[config.mk]
export PLATFORM = sky130hd
export DESIGN_NAME = dpram_bist_ctrl
export DESIGN_NICKNAME = d
export VERILOG_FILES = /design/src/rtl/dpram_bist_ctrl.sv
export SDC_FILE = /design/constraint.sdc
export NUM_CORES = 1
export LEC_CHECK = 0
export CAP_MARGIN = 10
export CORE_MARGIN = 2
export CORE_UTILIZATION = 43
export DETAILED_ROUTE_END_ITERATION = 10
export HOLD_SLACK_MARGIN = 0.15
export PLACE_DENSITY = 0.75
export SETUP_SLACK_MARGIN = 0.4
export SLEW_MARGIN = 20
export SYNTH_ARGS = -nofsm -noshare
export SYNTH_HDL_FRONTEND = slang
export SYNTH_SLANG_ARGS = --single-unit
export TNS_END_PERCENT = 10
[constraint.sdc]
create_clock -name clk -period 2.08 [get_ports clk]
set_clock_uncertainty 0.1 [all_clocks]
set_input_delay 0.312 -clock clk [delete_from_list [all_inputs] [get_ports clk]]
set_output_delay 0.312 -clock clk [all_outputs]
set_load 0.1 [all_outputs]
[src/rtl/dpram_bist_ctrl.sv]
// dpram_bist_ctrl
// March-style fill/readback self-test for the dual-port RAM.
// Port A writes pat(addr) = addr ^ seed to every word. Port B reads every word back.
// Each readback is compared against the pattern after rd_lat cycles.
// The test stops at the first mismatch, or runs to the end and reports pass.
//
// Optional build macro: DPRAM_BIST_ERRCNT_EN
//   When defined, an err_cnt output is added and the test never aborts.
//   Every mismatching word is counted, saturating at depth.
//   pass is then (err_cnt == 0).
//
// Legal rd_lat range is 1..4.
//
// state    | meaning
// ---------+-----------------------------------------------------------
// S_IDLE   | waiting for start; results of the last test held
// S_WRITE  | port A fills one word per cycle, addr_a 0..depth-1
// S_READ   | port B issues one read per cycle, addr_b 0..depth-1
// S_DRAIN  | no new reads; waiting for outstanding reads to be compared
// S_DONE   | one-cycle done pulse, then back to S_IDLE

module dpram_bist_ctrl #(
    parameter int data_width = 8,
    parameter int addr_width = 6,
    parameter int rd_lat     = 1
) (
    input  logic                  clk,
    input  logic                  rst,
    input  logic                  start,
    input  logic [data_width-1:0] seed,
    output logic                  busy,
    output logic                  done,
    output logic                  pass,
    output logic [addr_width-1:0] fail_addr,
    output logic [data_width-1:0] fail_exp,
    output logic [data_width-1:0] fail_got,
    output logic [data_width-1:0] data_a,
    output logic [addr_width-1:0] addr_a,
    output logic                  a,
    output logic [data_width-1:0] data_b,
    output logic [addr_width-1:0] addr_b,
    output logic                  b,
    input  logic [data_width-1:0] out_b
`ifdef DPRAM_BIST_ERRCNT_EN
    ,
    output logic [addr_width:0]   err_cnt
`endif
);

    localparam logic [2:0] S_IDLE  = 3'd0;
    localparam logic [2:0] S_WRITE = 3'd1;
    localparam logic [2:0] S_READ  = 3'd2;
    localparam logic [2:0] S_DRAIN = 3'd3;
    localparam logic [2:0] S_DONE  = 3'd4;

    // Terminal count for both address counters; the counters never wrap.
    localparam logic [addr_width-1:0] last_addr = '1;

    logic [2:0]            state;
    logic [data_width-1:0] seed_q;

    // Outstanding reads: entry i holds a read issued i+1 cycles ago.
    // The oldest entry lines up with out_b.
    logic [rd_lat-1:0]     pipe_vld;
    logic [addr_width-1:0] pipe_adr [rd_lat];

    logic                  issue;
    logic                  exit_vld;
    logic [addr_width-1:0] exit_adr;
    logic [data_width-1:0] exit_exp;
    logic                  mismatch;
    logic                  abort;
    logic                  drain_empty;
    logic                  accept;
    logic                  pass_cand;

    // The address is zero-extended or truncated to word width, then XORed with the seed.
    function automatic logic [data_width-1:0] pat(input logic [addr_width-1:0] x,
                                                   input logic [data_width-1:0] s);
        return data_width'(x) ^ s;
    endfunction

    // Port-side decodes come straight from the state register.
    // Reset (state = IDLE) therefore forces every port output low.
    assign a      = (state == S_WRITE);
    assign data_a = a ? pat(addr_a, seed_q) : '0;
    assign data_b = '0;
    assign b      = 1'b0;
    assign busy   = (state == S_WRITE) || (state == S_READ) || (state == S_DRAIN);
    assign done   = (state == S_DONE);

    // Readback compare happens at the pipe exit, in the same cycle out_b is valid.
    assign issue       = (state == S_READ);
    assign exit_vld    = pipe_vld[rd_lat-1];
    assign exit_adr    = pipe_adr[rd_lat-1];
    assign exit_exp    = pat(exit_adr, seed_q);
    assign mismatch    = exit_vld && (out_b != exit_exp);
    assign drain_empty = (state == S_DRAIN) && (pipe_vld == '0);
    assign accept      = (state == S_IDLE) && start;

`ifdef DPRAM_BIST_ERRCNT_EN
    // Counting build: every word is read, so a mismatch never cuts the run short.
    assign abort = 1'b0;
`else
    assign abort = mismatch;
`endif

    // Sequencer: state, seed capture and the two address counters.
    always_ff @(posedge clk) begin
        if (!rst) begin
            state  <= S_IDLE;
            seed_q <= '0;
            addr_a <= '0;
            addr_b <= '0;
        end else begin
            case (state)
                S_IDLE: begin
                    if (start) begin
                        seed_q <= seed;
                        addr_a <= '0;
                        addr_b <= '0;
                        state  <= S_WRITE;
                    end
                end
                S_WRITE: begin
                    if (addr_a == last_addr) begin
                        addr_a <= '0;
                        state  <= S_READ;
                    end else begin
                        addr_a <= addr_a + addr_width'(1);
                    end
                end
                S_READ: begin
                    if (abort) begin
                        state <= S_DONE;
                    end else if (addr_b == last_addr) begin
                        state <= S_DRAIN;
                    end else begin
                        addr_b <= addr_b + addr_width'(1);
                    end
                end
                S_DRAIN: begin
                    if (abort || (pipe_vld == '0)) begin
                        state <= S_DONE;
                    end
                end
                S_DONE: begin
                    state <= S_IDLE;
                end
                default: begin
                    state <= S_IDLE;
                end
            endcase
        end
    end

    // Read-latency pipe: shifts the issued address along with its valid bit.
    // An abort empties the pipe so that no stale compare reaches the next test.
    always_ff @(posedge clk) begin
        if (!rst) begin
            pipe_vld <= '0;
            for (int i = 0; i < rd_lat; i++) begin
                pipe_adr[i] <= '0;
            end
        end else if (abort) begin
            pipe_vld <= '0;
        end else begin
            pipe_vld[0] <= issue;
            pipe_adr[0] <= addr_b;
            for (int i = 1; i < rd_lat; i++) begin
                pipe_vld[i] <= pipe_vld[i-1];
                pipe_adr[i] <= pipe_adr[i-1];
            end
        end
    end

    // Result capture: first-failure record, pass candidate, and the final verdict at done.
    always_ff @(posedge clk) begin
        if (!rst) begin
            pass      <= 1'b0;
            pass_cand <= 1'b0;
            fail_addr <= '0;
            fail_exp  <= '0;
            fail_got  <= '0;
        end else if (accept) begin
            pass      <= 1'b0;
            pass_cand <= 1'b1;
            fail_addr <= '0;
            fail_exp  <= '0;
            fail_got  <= '0;
        end else begin
            if (mismatch && pass_cand) begin
                fail_addr <= exit_adr;
                fail_exp  <= exit_exp;
                fail_got  <= out_b;
                pass_cand <= 1'b0;
            end
            if (drain_empty) begin
`ifdef DPRAM_BIST_ERRCNT_EN
                pass <= (err_cnt == '0);
`else
                pass <= pass_cand;
`endif
            end
        end
    end

`ifdef DPRAM_BIST_ERRCNT_EN
    localparam logic [addr_width:0] depth_cnt = {1'b1, {addr_width{1'b0}}};

    // Mismatch counter: saturates at depth, so every word failing is still representable.
    always_ff @(posedge clk) begin
        if (!rst) begin
            err_cnt <= '0;
        end else if (accept) begin
            err_cnt <= '0;
        end else if (mismatch && (err_cnt != depth_cnt)) begin
            err_cnt <= err_cnt + (addr_width + 1)'(1);
        end
    end
`endif

endmodule

==> summary.md <==
| Metric | Value |
|---|---|
| Nature of the critical path startpoint | flop |
| Most frequently used cell type in the post-synthesis netlist | sky130_fd_sc_hd__dfxtp_1 |
| Pin count of the biggest net entering global routing | 24 |
| Data arrival time at the worst-slack endpoint | 1.58 ns |
| Worst Hold Slack | 0.192 ns |
| Vias in the first global route | 2338 |
| Post-Synthesis Cells | 284 |
| Combined global-route utilization of all metal layers | 20.5% |
| Number of antenna diodes | 0 |
| Die Width | 83.3 um |
| Synth Warn # | 0 |
| Number of different library cells in the post-synthesis netlist | 51 |
| Core Box Area | 5990 sq um |
| Total overflow reported by the global router | 0 |
| Number of design-rule violations left by the first detailed-router iteration | 127 |
| Die area | 6940 sq um |
| First drt pass iteration count | 4 |
| FMAX | 502 MHz |
| Worst min-delay path class | in -> reg |
| Final-layout fill cell count | 454 |
| Worst setup path category | reg -> out |
| Fin Setup TNS | 0 ns |
| Clock Latency Late Sink | 0.31 ns |
| Antenna violations before repair | 0 |
| Clk Tree Root Cell | sky130_fd_sc_hd__clkbuf_8 |
| Unrepaired setup endpoints after global routing | yes |
| Area fraction of the dominant cell type after synthesis | 35.5% |
| Post-Synthesis Cell Area | 2700 sq um |
| Number of top-level design ports | 74 |
| Max-cap violations | 0 |
| Clock sinks | 54 |
| Routed wire per std cell | 15.8 um |
| Largest fanout of any net on the critical path | 10 |
| Cell taking the most area after synthesis | sky130_fd_sc_hd__dfxtp_1 |
| Via-to-Cell Ratio | 5.21 |
| Hpwl dp | 5010 um |
| Final setup violation count | 0 |
| Crit path time final | 1.99 ns |
| Synth-to-layout area growth | 48.6% |
| Yosys reg bits | 54 |
| CP endpoint kind | output pin |
| Worst IR drop on VDD | 0.637 mV |
| Total Routed Length | 7110 um |
| Core Rows | 28 |
| Final Hold Viols | 0 |
| Mapped Avg Cell Area | 9.52 sq um |
| Power density relative to cell area | 1000 nW/um^2 |
| Detail Route Antenna Nets | 0 |
| Static leakage power | 1.88 nW |
| Vias | 2349 |
| Synth area leaders | sky130_fd_sc_hd__dfxtp_1 36%, sky130_fd_sc_hd__mux2i_1 8.9%, sky130_fd_sc_hd__edfxtp_1 6.7% |
| Clock-pin slew of the registers on the worst-case setup and hold paths | 0.10 ns |
| Net count of the finished layout | 396 |
| Async set-or-reset flop fraction in the synthesized netlist | 0% |
| Final clock period utilization by the worst path | 95.8% |
| Starting Density | 45.1% |
| DRC viols | 0 |
| Required time at the endpoint of the critical path | 1.67 ns |
| Share of layout cells above drive strength 1 | 35.1% |
| Clock tree from TritonCTS | yes |
| Max Buffers Root-to-Sink | 2 |
| Floorplan die height | 83.3 um |
| H-Tree Depth | 2 |
| TritonCTS buffer count | 5 |
| Number of synthesized flops with an enable pin | 6 |
| Final weighted congestion in routability-driven placement | 0.876 |
| Input/output buffers | 64 |
| Leading register cell type out of synthesis | sky130_fd_sc_hd__dfxtp_1 |
| Fin. max-slew vios | 0 |
| Sequential area share after synthesis | 42.2% |
| Outcome | finished clean |
| First-pass GRT wire length | 11600 um |
| Top cell types by occurrence after synthesis | 48 x sky130_fd_sc_hd__dfxtp_1, 43 x sky130_fd_sc_hd__nor2_1, 26 x sky130_fd_sc_hd__nand2_1 |
-- worst max-delay path, cell delays in order, from the launching register on --
cell                      delay (ns)
sky130_fd_sc_hd__dfxtp_1        0.54
sky130_fd_sc_hd__nor2_4         0.07
sky130_fd_sc_hd__nand2_2        0.17
sky130_fd_sc_hd__buf_4          0.26
sky130_fd_sc_hd__nor2_4         0.06
sky130_fd_sc_hd__buf_12         0.17
-- stage by stage --
stage | setup slack [ns] | power, mW | std cells | util [%] | area [sq um]
finish | 0.0874 | 4.03 | 451 | 67.1 | 4020
global placement | -0.269 | 3.14 | 430 | 61.1 | 3660
global route | 0.0139 | 4.22 | 451 | 67.1 | 4020
detailed placement | -0.313 | 3.17 | 430 | 61.1 | 3660
CTS | 0.0474 | 4.01 | 449 | 65.8 | 3940
floorplan | 0.161 | 2.63 | 292 | - | 2870
-- power by group --
part	total, mW	internal, mW	switching (mW)
clock	0.774	0.428	0.346
combinational	1.97	0.719	1.25
sequential	1.29	1.15	0.141
-- cells in the final DEF (no fill, tap or decap), types with 2 or more instances in the layout --
master / n
sky130_fd_sc_hd__a21oi_1: 19
sky130_fd_sc_hd__a21oi_2: 2
sky130_fd_sc_hd__a31oi_1: 3
sky130_fd_sc_hd__and2_1: 3
sky130_fd_sc_hd__and3_1: 11
sky130_fd_sc_hd__buf_12: 12
sky130_fd_sc_hd__buf_16: 2
sky130_fd_sc_hd__buf_4: 62
sky130_fd_sc_hd__buf_6: 4
sky130_fd_sc_hd__clkbuf_16: 2
sky130_fd_sc_hd__clkbuf_8: 5
sky130_fd_sc_hd__clkdlybuf4s50_1: 10
sky130_fd_sc_hd__conb_1: 9
sky130_fd_sc_hd__dfxtp_1: 35
sky130_fd_sc_hd__dfxtp_2: 4
sky130_fd_sc_hd__dfxtp_4: 9
sky130_fd_sc_hd__dlymetal6s2s_1: 7
sky130_fd_sc_hd__edfxtp_1: 6
sky130_fd_sc_hd__inv_1: 2
sky130_fd_sc_hd__mux2i_1: 24
sky130_fd_sc_hd__nand2_1: 24
sky130_fd_sc_hd__nand2_2: 2
sky130_fd_sc_hd__nand3_1: 5
sky130_fd_sc_hd__nand3_4: 2
sky130_fd_sc_hd__nand3b_1: 2
sky130_fd_sc_hd__nor2_1: 34
sky130_fd_sc_hd__nor2_2: 2
sky130_fd_sc_hd__nor2_4: 7
sky130_fd_sc_hd__nor3_1: 6
sky130_fd_sc_hd__o211ai_1: 2
sky130_fd_sc_hd__o21ai_0: 6
sky130_fd_sc_hd__o31ai_1: 2
sky130_fd_sc_hd__xnor2_1: 6
sky130_fd_sc_hd__xnor2_2: 2
sky130_fd_sc_hd__xnor3_1: 5
sky130_fd_sc_hd__xor2_1: 6
-- layout make-up --
type,count,area [sq um],area share (%)
multi-input cells,212,1570,39.2
flip-flops and latches,54,1180,29.4
repair buffers,99,1030,25.6
clock buffers,6,93.8,2.34
well taps,75,93.8,2.34
clock inverters,2,33.8,0.841
inverters,3,15.0,0.374
-- registers in the layout, indices dropped and copies added, names as in the netlist --
register,cells
fail_addr,6
state,3
pass,1
addr_b,6
exit_vld,1
addr_a,6
seed_q,8
fail_exp,8
pass_cand,1
fail_got,8
pipe_adr,6
-- final timing paths --
check	startpoint	end	slack (ns)	cells after the start
worst max-delay path	state[2]	data_a[3]	0.09	5
worst min-delay path	out_b[1]	fail_got[1]	0.19	3
worst max register to register	seed_q[5]	fail_got[4]	0.09	7
worst min register to register	fail_got[6]	fail_got[6]	0.41	2
-- kinds of logic (layout without fill, tap and decap cells) --
kind of cell	Yosys count	after routing	share of synthesized area (%)
and+or+nand+nor	108	108	19.3
buffers and inverters	26	110	5.65
other	1	9	0.139
adders and majority gates	2	2	0.925
DFF	54	54	42.2
muxes	24	24	8.88
AOI/OAI and AO/OA	49	49	13.3
xor gates and xnor gates	20	20	9.58
-- layer usage --
metal	routed length [um]	GRT usage, %	vias to the layer above
li1	-	-	1166
met1	3170	26.9	1110
met2	3510	34.8	66
met3	348	3.68	7
met4	82	5.37	0
met5	0	0	-
-- what timing repair did --
action | 4_1_cts | 5_1_grt
gates resized for setup | 11 | 12
pin swaps | 12 | 11
cloned | 2 | 1
hold buffers | 0 | 0
setup buffers | 9 | 1
endpoints found under the setup margin | 57 | 62
Note: power is estimated with default switching activity, not from simulation.
